[src/rtl/rns_reverse_conv_pkg.sv]
// rns_reverse_conv_pkg
// Shared definitions for the two-modulus RNS {256, 129} number system.
// Used by the register file, the RNS ALU and the reverse converter so they
// agree on the moduli, the RNS word layout and the converter FSM encoding.
//
// Contents:
//   MOD_A, MOD_B      - the two moduli (256 and 129, coprime)
//   INV_A_MOD_B       - multiplicative inverse of MOD_A modulo MOD_B
//   SCALE_ITERS       - number of doublings that multiply by INV_A_MOD_B
//   R256_* / R129_*   - bit positions of the residues inside an RNS word
//   conv_state_e      - converter FSM states
//   fold_mod_b()      - single conditional subtract of MOD_B
package rns_reverse_conv_pkg;

    localparam int MOD_A       = 256;
    localparam int MOD_B       = 129;
    localparam int INV_A_MOD_B = 64;
    // INV_A_MOD_B is a power of two, so the multiply is done as repeated doubling.
    localparam int SCALE_ITERS = 6;

    localparam int RNS_W    = 16;
    localparam int R256_MSB = 15;
    localparam int R256_LSB = 8;
    localparam int R129_MSB = 7;
    localparam int R129_LSB = 0;

    typedef enum logic [2:0] {
        IDLE    = 3'd0,
        DIFF    = 3'd1,
        SCALE   = 3'd2,
        COMBINE = 3'd3,
        DONE    = 3'd4
    } conv_state_e;

    // Reduce a value in 0..255 by one MOD_B step. For inputs below 2*MOD_B
    // (always true for an 8-bit value) this yields the full residue mod MOD_B.
    function automatic logic [7:0] fold_mod_b(input logic [7:0] v);
        logic [7:0] r;
        r = (v >= 8'(MOD_B)) ? (v - 8'(MOD_B)) : v;
        return r;
    endfunction

endpackage

[src/rtl/rns_reverse_conv_mod129_double.sv]
// rns_mod129_double
// Combinational modular doubling: dbl_o = (2 * d_i) mod 129.
// Valid for d_i in 0..128; larger inputs give an unspecified value, which the
// converter discards because such operands are flagged as errors.
//
// Ports:
//   d_i    [7:0]  operand residue mod 129
//   dbl_o  [7:0]  doubled residue mod 129
module rns_mod129_double
    import rns_reverse_conv_pkg::*;
(
    input  logic [7:0] d_i,
    output logic [7:0] dbl_o
);

    logic [8:0] dbl_raw;

    assign dbl_raw = {d_i, 1'b0};
    assign dbl_o   = (dbl_raw >= 9'(MOD_B)) ? 8'(dbl_raw - 9'(MOD_B)) : dbl_raw[7:0];

endmodule

[src/rtl/rns_reverse_conv.sv]
// rns_reverse_conv
// Converts an RNS word {r256, r129} to its binary value X in 0..33023 with
// mixed-radix CRT: X = r256 + 256*k, k = ((r129 - r256 mod 129) * 64) mod 129.
// The multiply by 64 is six modular doublings, one per SCALE cycle.
// One conversion at a time; result held until the consumer takes it.
//
// Parameters:
//   ERR_CHECK  1: flag r129 > 128 as an error (err=1, bin_out=0); 0: no check
// Ports:
//   clk        system clock, rising edge
//   reset      asynchronous active-low reset
//   in_valid   rns_in carries a word
//   in_ready   converter idle and able to accept a word
//   rns_in     [15:8] r256, [7:0] r129
//   out_valid  bin_out / err carry a result
//   out_ready  consumer takes the result
//   bin_out    converted value
//   err        r129 out of range for the word that produced this result
//
// state   | meaning
// IDLE    | waiting for a word, in_ready=1
// DIFF    | d = (r129 - r256 mod 129) mod 129
// SCALE   | six cycles of d = 2d mod 129 (d * 64 mod 129 = k)
// COMBINE | bin = 256*k + r256, or error result
// DONE    | result presented until out_ready
module rns_reverse_conv
    import rns_reverse_conv_pkg::*;
#(
    parameter bit ERR_CHECK = 1'b1
)
(
    input  logic        clk,
    input  logic        reset,
    input  logic        in_valid,
    output logic        in_ready,
    input  logic [15:0] rns_in,
    output logic        out_valid,
    input  logic        out_ready,
    output logic [15:0] bin_out,
    output logic        err
);

    conv_state_e state_q, state_d;
    logic [7:0]  r256_q, r256_d;
    logic [7:0]  r129_q, r129_d;
    logic [7:0]  d_q, d_d;
    logic [2:0]  cnt_q, cnt_d;
    logic [15:0] bin_q, bin_d;
    logic        err_q, err_d;
    logic        vld_q, vld_d;

    logic [7:0]  a_fold;
    logic [7:0]  d_dbl;

    rns_mod129_double u_double (
        .d_i   (d_q),
        .dbl_o (d_dbl)
    );

    always_ff @(posedge clk or negedge reset) begin
        if (!reset) begin
            state_q <= IDLE;
            r256_q  <= 8'h00;
            r129_q  <= 8'h00;
            d_q     <= 8'h00;
            cnt_q   <= 3'd0;
            bin_q   <= 16'h0000;
            err_q   <= 1'b0;
            vld_q   <= 1'b0;
        end else begin
            state_q <= state_d;
            r256_q  <= r256_d;
            r129_q  <= r129_d;
            d_q     <= d_d;
            cnt_q   <= cnt_d;
            bin_q   <= bin_d;
            err_q   <= err_d;
            vld_q   <= vld_d;
        end
    end

    always_comb begin
        state_d  = state_q;
        r256_d   = r256_q;
        r129_d   = r129_q;
        d_d      = d_q;
        cnt_d    = cnt_q;
        bin_d    = bin_q;
        err_d    = err_q;
        vld_d    = vld_q;
        in_ready = 1'b0;
        a_fold   = fold_mod_b(r256_q);

        case (state_q)
            IDLE: begin
                in_ready = 1'b1;
                if (in_valid) begin
                    r256_d  = rns_in[R256_MSB:R256_LSB];
                    r129_d  = rns_in[R129_MSB:R129_LSB];
                    state_d = DIFF;
                end
            end

            DIFF: begin
                // The wrapped 8-bit form is exact: the true result is below 129.
                d_d     = (r129_q >= a_fold) ? (r129_q - a_fold)
                                             : (r129_q + 8'(MOD_B) - a_fold);
                cnt_d   = 3'd0;
                state_d = SCALE;
            end

            SCALE: begin
                d_d   = d_dbl;
                cnt_d = cnt_q + 3'd1;
                if (cnt_q == 3'(SCALE_ITERS - 1)) begin
                    state_d = COMBINE;
                end
            end

            COMBINE: begin
                if (ERR_CHECK && (r129_q > 8'(MOD_B - 1))) begin
                    bin_d = 16'h0000;
                    err_d = 1'b1;
                end else begin
                    // k < 129 and r256 < 256, so the sum cannot exceed 16 bits.
                    bin_d = {d_q, 8'h00} + {8'h00, r256_q};
                    err_d = 1'b0;
                end
                vld_d   = 1'b1;
                state_d = DONE;
            end

            DONE: begin
                if (out_ready) begin
                    vld_d   = 1'b0;
                    state_d = IDLE;
                end
            end

            default: begin
                state_d = IDLE;
            end
        endcase
    end

    assign out_valid = vld_q;
    assign bin_out   = bin_q;
    assign err       = err_q;

endmodule

[config.mk]
export PLATFORM = sky130hd
export DESIGN_NAME = rns_reverse_conv
export DESIGN_NICKNAME = d
export VERILOG_FILES = /design/src/rtl/rns_reverse_conv_pkg.sv /design/src/rtl/rns_reverse_conv_mod129_double.sv /design/src/rtl/rns_reverse_conv.sv
export SDC_FILE = /design/constraint.sdc
export NUM_CORES = 1
export LEC_CHECK = 0
export BUFFER_PORTS_ARGS = -buffer_cell sky130_fd_sc_hd__buf_4
export CORE_AREA = 5 5 83 85
export DETAILED_ROUTE_END_ITERATION = 10
export DIE_AREA = 0 0 88 90
export PLACE_DENSITY_LB_ADDON = 0.2
export SETUP_SLACK_MARGIN = 0.15
export SLEW_MARGIN = 20
export SYNTH_ARGS = -nofsm -noshare
export SYNTH_HDL_FRONTEND = slang
export SYNTH_SLANG_ARGS = --single-unit
export TNS_END_PERCENT = 20
[constraint.sdc]
create_clock -name clk -period 3.5 [get_ports clk]
set_clock_uncertainty 0.1 [all_clocks]
set_input_delay 0.7 -clock clk [delete_from_list [all_inputs] [get_ports clk]]
set_output_delay 0.7 -clock clk [all_outputs]
set_load 0.005 [all_outputs]
Yosys cells after proc, flatten, opt, wreduce, memory -nomap -nowiden --
Cells that the tools add are included.
Storage, ports and cells: output and inout bits 19, input bits 20, bits in registers 48
Cells by class: multiplexer cells 14, reductions and logical operators 6, $add $sub $neg 7, order comparisons 4, equality and inequality tests 8
Operator list (count):
- 8-bit 2-to-1 mux | 3
- 16-bit by 8-bit adder with 16-bit output | 1
- 16-bit 2-to-1 mux | 1
- 8-bit case mux with 2 select lines | 1
- 8-bit subtractor | 2
- 8-bit subtractor (second input constant) | 2
- 3-bit case mux with 5 select lines | 1
- 9-bit by 8-bit >= comparator with 1-bit output (second input constant) | 1
- 3-bit 2-to-1 mux | 3
- 8-bit adder (second input constant) | 1
- 8-bit >= comparator | 1
- 8-bit >= comparator (second input constant) | 1
- 8-bit greater-than comparator (second input constant) | 1
- 3-bit by 2-bit equality test with 1-bit output (second input constant) | 2
- 3-bit equality test (second input constant) | 2
- 2-bit != test (second input constant) | 3
- 3-bit case mux with 2 select lines | 1
- 2-bit AND reduction | 2
- 2-bit nonzero test | 2
- 3-bit by 1-bit adder with 3-bit output (second input constant) | 1
- 3-bit by 1-bit equality test with 1-bit output (second input constant) | 1
- 3-bit zero test | 1
- 1-bit 2-to-1 mux | 3
- 3-bit AND reduction | 1
- 1-bit case mux with 2 select lines | 1

Logic depth before layout (Yosys ltp) --
Gate-level depths: netlist of run 1.
word-level depth 5, mapped depth 17

By module --
A second synthesis of run 1 with hierarchy kept.
Unflattened totals: cells, all modules 350, area total of the unflattened synthesis 3360.7 µm²
Modules (own cells, without submodules):
- rns_reverse_conv | instances 1, area an instance 3086.7 µm², cells each 309
- rns_mod129_double | instances 1, area an instance 274.0 µm², cells each 41

Worst setup path before layout of run 1 --
OpenSTA, ideal clock, no wires.
path kind flip-flop to flip-flop, start point register r256_q[3], end point register d_q[7], buffers on the path 1, library setup time 124 ps, required time 3276 ps, path slack -270 ps, arrival 3546 ps, stages on the path, launching flop included 16, path through dfrtp_1 -> clkbuf_1 -> nor4_2 -> and2_1 -> nand2_1 -> and2_1 -> nand2_1 -> xor2_1 -> ha_1 -> fa_1 -> a21o_1 -> a311oi_1 -> o211ai_1 -> o41ai_1 -> a2111oi_0 -> o31a_1
Between the ends: word-level cells in the longest chain between the ends 5
Ends and longest elaborated chain:
- from (decl) | RTL line rns_reverse_conv.sv:44 | logic [7:0] r256_q, r256_d;
- from (signal assigned) | RTL line rns_reverse_conv.sv:72 | r256_q <= r256_d;
- 8-bit subtractor / 8-bit >= comparator (equally long branches) | RTL line rns_reverse_conv_pkg.sv:39 | r = (v >= 8'(MOD_B)) ? (v - 8'(MOD_B)) : v;
- 8-bit 2-to-1 mux (*) | RTL line rns_reverse_conv_pkg.sv:39
- 8-bit subtractor (tied with other cells) | RTL line rns_reverse_conv.sv:107 | : (r129_q + 8'(MOD_B) - a_fold);
- 8-bit 2-to-1 mux (*) | RTL line rns_reverse_conv.sv:106 | d_d = (r129_q >= a_fold) ? (r129_q - a_fold)
- 8-bit case mux with 2 select lines (*) | RTL line rns_reverse_conv.sv:94 | case (state_q)
- to (signal assigned) | RTL line rns_reverse_conv.sv:65 | d_q <= 8'h00;
- to (signal assigned) | RTL line rns_reverse_conv.sv:74 | d_q <= d_d;
- to (decl) | RTL line rns_reverse_conv.sv:46 | logic [7:0] d_q, d_d;
Every way passes the cells marked *; elsewhere a longest branch is shown, timed or not. A chain may end at the register's enable or synchronous reset.

Final worst setup path of run 1 --
start point register r256_q[0], end point register d_q[7]
Same word-level chain as after synthesis.

==> results.toml, run 1 <==
[timing]
worst_slew_pin_slew_ps = 1010
report.final.setup_viol = 1
grt_setup_unrepaired = "yes"
finalCritPeriodShare_pct = 100
fin_crit_ps = 3500
slew_violations = 0
max_freq_mhz = 285
hold_ws_ps = 291
slew_headroom_pct = 32.6
worst_slack_ps = -3.16
final_hold_viol_count = 0

[place]
gp_congestion = 0.871
post-place-ws_ps = -88.0
io_buffers = 38
postPlaceCellArea_um2 = 3630
dp_hpwl_um = 5460

[setup_path]
r2r-end = "d_q[7]"
rrSetupSlack_ps = -3
crit_fanout = 3
rr_worst_depth = 12
crit_path_end_kind = "flip-flop"
r2r-start = "r256_q[0]"
critPathKind = "reg -> reg"
crit_required_ps = 3640
crit_arrival_ps = 3650
worst_setup_path_start_kind = "flip-flop"

[yosys]
syn_avg_cell_area_um2 = 10.1
yosysTopAreaCellShare_pct = 39.2
yosysSeqAreaShare_pct = 39.2
synth-edff-count = 0
postSynthCellCount = 304
ys_types = 53
synth_area_leaders = "dfrtp_1, ha_1, a22o_1"
yosys.area.top_type = "dfrtp_1"
ys_warn_count = 0
synth-main-ff-cell = "dfrtp_1"
synth_seq_cells = 48
synth_async_sr_flop_share_pct = 100
syn_nets = 351
syn-cell-area_um2 = 3070

[global_routing]
globalRouteOverflowTotal = 0
grt_use_total_pct = 18.7
grt_pass1_vias = 2559
grt_pass1_wl_um = 12000
antenna_found_initial = 0
grt_max_degree = 49

[cts]
cts.sinks = 48
clk_path_buf_depth = 2
postCtsHoldBufs = 0
cts_tree = "done"
htreeDepth = 2
cts-root-buf = "clkbuf_8"
clk_pin_slew_ps = 90
clk_latency_ps = 310
cts_buffers = 5

[cells_and_area]
drive_gt1_share_pct = 30.6
syn2layout_area_growth_pct = 25.4
nNetsFinal = 415
seq_area_um2 = 1200
diodes = 0
multi_input_area_um2 = 1850
utilization_pct = 62.8
fillers = 510
final_area_um2 = 3850

[detailed_routing]
firstDrtPassIters = 4
wirelength_um = 7130
drtIter0Drc = 121
drtAntennaViolNets = 0
vias = 2454
drc = 0
via_per_inst = 5.50
avgRoutedWirePerCell_um = 16.0

[die]
die_width_um = 88
die_area_um2 = 7920
start_util_pct = 50.0
core_um2 = 6130
placementRows = 29
io_pins = 39
die_h_um = 90

[status]
status = "finished, violations left"
violations = "negative setup slack"

[hold_path]
hold_path_class = "in -> async"

[run]
maxCapViolCount = 0
[layer usage]
layer | GRT usage (%) | vias to the layer above | wire [um]
met5 | 0 | - | 0
met4 | 5.88 | 0 | 108
met3 | 3.11 | 12 | 329
met2 | 32.0 | 65 | 3570
met1 | 23.9 | 1173 | 3130
li1 | - | 1204 | -
[metrics by stage]
step	std cells	TNS [ps]
2_1_floorplan	304	0
3_3_place_gp	429	0
3_5_place_dp	429	-108
4_1_cts	445	0
5_1_grt	446	-459
6_report	446	-3.16
[sequential cells by signal (all words and copies together), names as in the netlist]
signal,flops
r256_q,8
state_q,3
r129_q,8
d_q,8
bin_out,16
out_valid,1
err,1
cnt_q,3
[repair_timing]
item,in CTS,in global routing
setup buffers,8,1
pin swaps,9,4
resized for setup,8,2
setup endpoints to repair,8,8
[cell usage in the layout (no fill, tap or decap), types with 3 or more instances in the layout]
master / n
buf_4: 66
dfrtp_1: 47
nand2_1: 23
inv_1: 19
ha_1: 17
o21ai_0: 16
nor2_1: 15
a22o_1: 15
a21oi_1: 14
xnor2_1: 12
xor2_1: 10
mux2_2: 10
nand3_1: 6
clkbuf_8: 6
mux2i_1: 5
fa_1: 5
a21o_1: 4
o22ai_1: 4
a31oi_1: 4
inv_2: 3
nor3_1: 3
or3_1: 3
nand2b_1: 3
o221ai_1: 3
o31ai_1: 3
nand3b_1: 3
[kinds of logic after synthesis]
group	count (synthesis)	share of synthesized area, %
compound gates	80	18.3
simple gates	75	12.4
flops	48	39.2
buf+inv	33	4.28
fa+ha+maj	27	12.5
xor+xnor	26	8.12
mux	15	5.30
[area by class of cell]
type,count,area share (%)
Inverter,22,2.15
Tap cell,77,2.50
Timing Repair Buffer,68,13.7
Clock buffer,7,2.24
Clock inverter,1,0.195
Sequential cell,48,31.2
Multi-Input combinational cell,223,48.0
[how the worst max path moves through the flow]
stage | start | endpoint | slack, ps | cells after the start
after floorplan | r256_q[2] | d_q[7] | 50 | 14
after detailed placement | r256_q[0] | d_q[7] | -90 | 16
after global placement | r256_q[0] | d_q[7] | 50 | 16
final | r256_q[0] | d_q[7] | -3 | 12
after global routing | r256_q[0] | d_q[6] | -160 | 17
after CTS | r256_q[0] | d_q[7] | 2 | 12
[critical path, cell delays in order (launching register included)]
cell and delay (ps):
dfrtp_1 410, buf_4 150, buf_4 130, or4b_4 490, a31oi_4 190, xnor2_1 150, ha_2 220, fa_1 450
buf_4 180, a311oi_4 330, o41ai_1 100, a2111oi_1 380, o31a_1 170
[synthesized netlist by cell type (2+ instances only)]
master	n
a21o_1	4
a21oi_1	15
a22o_1	15
a31oi_1	4
and2_1	3
clkbuf_1	10
dfrtp_1	48
fa_1	6
ha_1	21
inv_1	22
mux2_2	10
mux2i_1	5
nand2_1	25
nand2b_1	3
nand3_1	6
nand3b_1	3
nor2_1	16
nor2b_1	3
nor3_1	3
nor4_1	2
o211ai_1	2
o21ai_0	16
o221ai_1	3
o22ai_1	4
o31ai_1	3
or3_1	3
xnor2_1	13
xor2_1	11
Power of run 1 is left out: the tool's default activity adds up to more than one toggle a clock period on the data nets, which glitch-free logic cannot reach.
==> inputs of run 2 (changes only) <==
--- a/config.mk
+++ b/config.mk
@@ -6,8 +6,8 @@
 export NUM_CORES = 1
 export LEC_CHECK = 0
-export BUFFER_PORTS_ARGS = -buffer_cell sky130_fd_sc_hd__buf_4
-export CORE_AREA = 5 5 83 85
+export CORE_AREA = 5 5 108 110
 export DETAILED_ROUTE_END_ITERATION = 10
-export DIE_AREA = 0 0 88 90
+export DIE_AREA = 0 0 113 115
+export DONT_BUFFER_PORTS = 1
 export PLACE_DENSITY_LB_ADDON = 0.2
 export SETUP_SLACK_MARGIN = 0.15
==> constraint.sdc (replaced) <==
create_clock -name clk -period 3.5 [get_ports clk]
set_clock_uncertainty 0.1 [all_clocks]
set_input_delay 0.175 -clock clk [delete_from_list [all_inputs] [get_ports clk]]
set_output_delay 0.175 -clock clk [all_outputs]
set_load 0.005 [all_outputs]
==> results.toml, run 2 (synthesis results as in run 1) <==
[status]
status = "completed"

[cells_and_area]
fillers = 1082
mostFrequentLayoutCell = "dfrtp_1"
final_cell_mix = "dfrtp_1, buf_4, nand2_1"
syn2layout_area_growth_pct = 25.7
largest_register_ffs = 16
drive_gt1_share_pct = 23.3
final_area_um2 = 3850
nNetsFinal = 398
diodes = 0
stdcell_count = 492

[cts]
cts_buffers = 5
clk_latency_ps = 310
clk_path_buf_depth = 2
clk_pin_slew_ps = 90
cts-root-buf = "clkbuf_8"
htreeDepth = 2
cts_tree = "done"
cts.sinks = 48

[timing]
worst_slew_pin_slew_ps = 416
grt_setup_unrepaired = "yes"
report.final.setup_viol = 0
tns_ps = 0
final_hold_viol_count = 0
hold_ws_ps = 93.6
max_freq_mhz = 289
finalCritPeriodShare_pct = 99.0
slew_headroom_pct = 72.2
fin_crit_ps = 3470
slew_violations = 0

[die]
die_h_um = 115
start_util_pct = 28.9
io_pins = 39
core_um2 = 10600
die_width_um = 113
die_area_um2 = 13000
placementRows = 38

[global_routing]
globalRouteOverflowTotal = 0
antenna_found_initial = 0
grt_pass1_vias = 2500
grt_use_total_pct = 11.9
grt_pass1_wl_um = 12400
grt_max_degree = 49

[setup_path]
crit_fanout = 3
crit_slowest_cell = "fa_2"
worst_setup_path_start_kind = "flip-flop"
crit_required_ps = 3630
crit_path_max_incr_delay_ps = 560
critPathKind = "reg -> reg"
crit_arrival_ps = 3590
crit_chain = "inv_2, ha_4, nor2b_4, nand2_2, and2_4, nand2_2, or3_4, xor2_4, ha_2, inv_2, fa_2, nor2_1, nor2_1, xnor2_1, or3_1, a21o_2, a31oi_1"
crit_path_end_kind = "flip-flop"

[detailed_routing]
firstDrtPassIters = 4
vias = 2354
avgRoutedWirePerCell_um = 15.2
drc = 0
drtAntennaViolNets = 0
wirelength_um = 7470
via_per_inst = 4.78
drtIter0Drc = 104

[place]
dp_hpwl_um = 5770
gp_congestion = 0.848
dp.cells = 461
postPlaceCellArea_um2 = 3460
io_buffers = 0

[hold_path]
hold_path_class = "in -> reg"

[run]
maxCapViolCount = 0
==> run 2: cell count changes in the layout (fill, tap and decap cells not counted), sizes merged <==
cell,delta
buf,-35
dlygate4sd3,+18
==> run 2: stage by stage <==
step	util, %	worst slack [ps]
6_report	36.4	34.2
5_1_grt	36.4	-151
4_1_cts	35.8	23.3
3_5_place_dp	32.7	-86.1
3_3_place_gp	32.7	-22.4
2_1_floorplan	-	49.6
==> run 2: final timing paths <==
| kind | slack [ps] | cells after the start | to | start |
|---|---|---|---|---|
| min in group asynchronous | 270 | 2 | err | reset |
| hold / removal | 90 | 3 | state_q[0] | in_valid |
| hold reg to reg | 430 | 1 | bin_out[6] | r256_q[6] |
| setup reg to reg | 30 | 17 | d_q[6] | r256_q[0] |
| max in group asynchronous | 2780 | 2 | r256_q[2] | reset |
| setup / recovery | 30 | 17 | d_q[6] | r256_q[0] |
==> run 2: critical path, delay by kind of cell (launching register included) <==
kind            cells  cell delay (ps)
xor+xnor            2              240
buf+inv             2              110
compound gates      2              320
simple gates        8             1250
fa+ha+maj           3              920
flops               1              430
==> run 2: layer usage <==
layer  vias up  global-route usage, %  share of wire (%)
met1      1124                   15.0                 46
met5         -                      0                  0
met2        41                   20.5                 48
li1       1177                      -                  -
met4         0                   4.01                2.0
met3        12                   2.47                4.1
==> run 2: timing repair <==
| action | in CTS | in global routing |
|---|---|---|
| resized for setup | 4 | 13 |
| cloned | 0 | 0 |
| hold endpoints to repair | 66 | 0 |
| setup endpoints to repair | 8 | 8 |
| hold buffers | 19 | 0 |
| buffers inserted | 2 | 2 |
| pin swaps | 10 | 6 |
==> run 2: layout make-up <==
class,count,area (um^2),area share [%]
clock buffers,7,86.3,2.24
clock inverters,1,7.51,0.195
inverters,22,82.6,2.14
multi-input cells,223,1850,47.9
flip-flops and latches,48,1200,31.2
well taps,140,175,4.54
repair buffers,51,455,11.8
Power of run 2 is left out for the same reason.
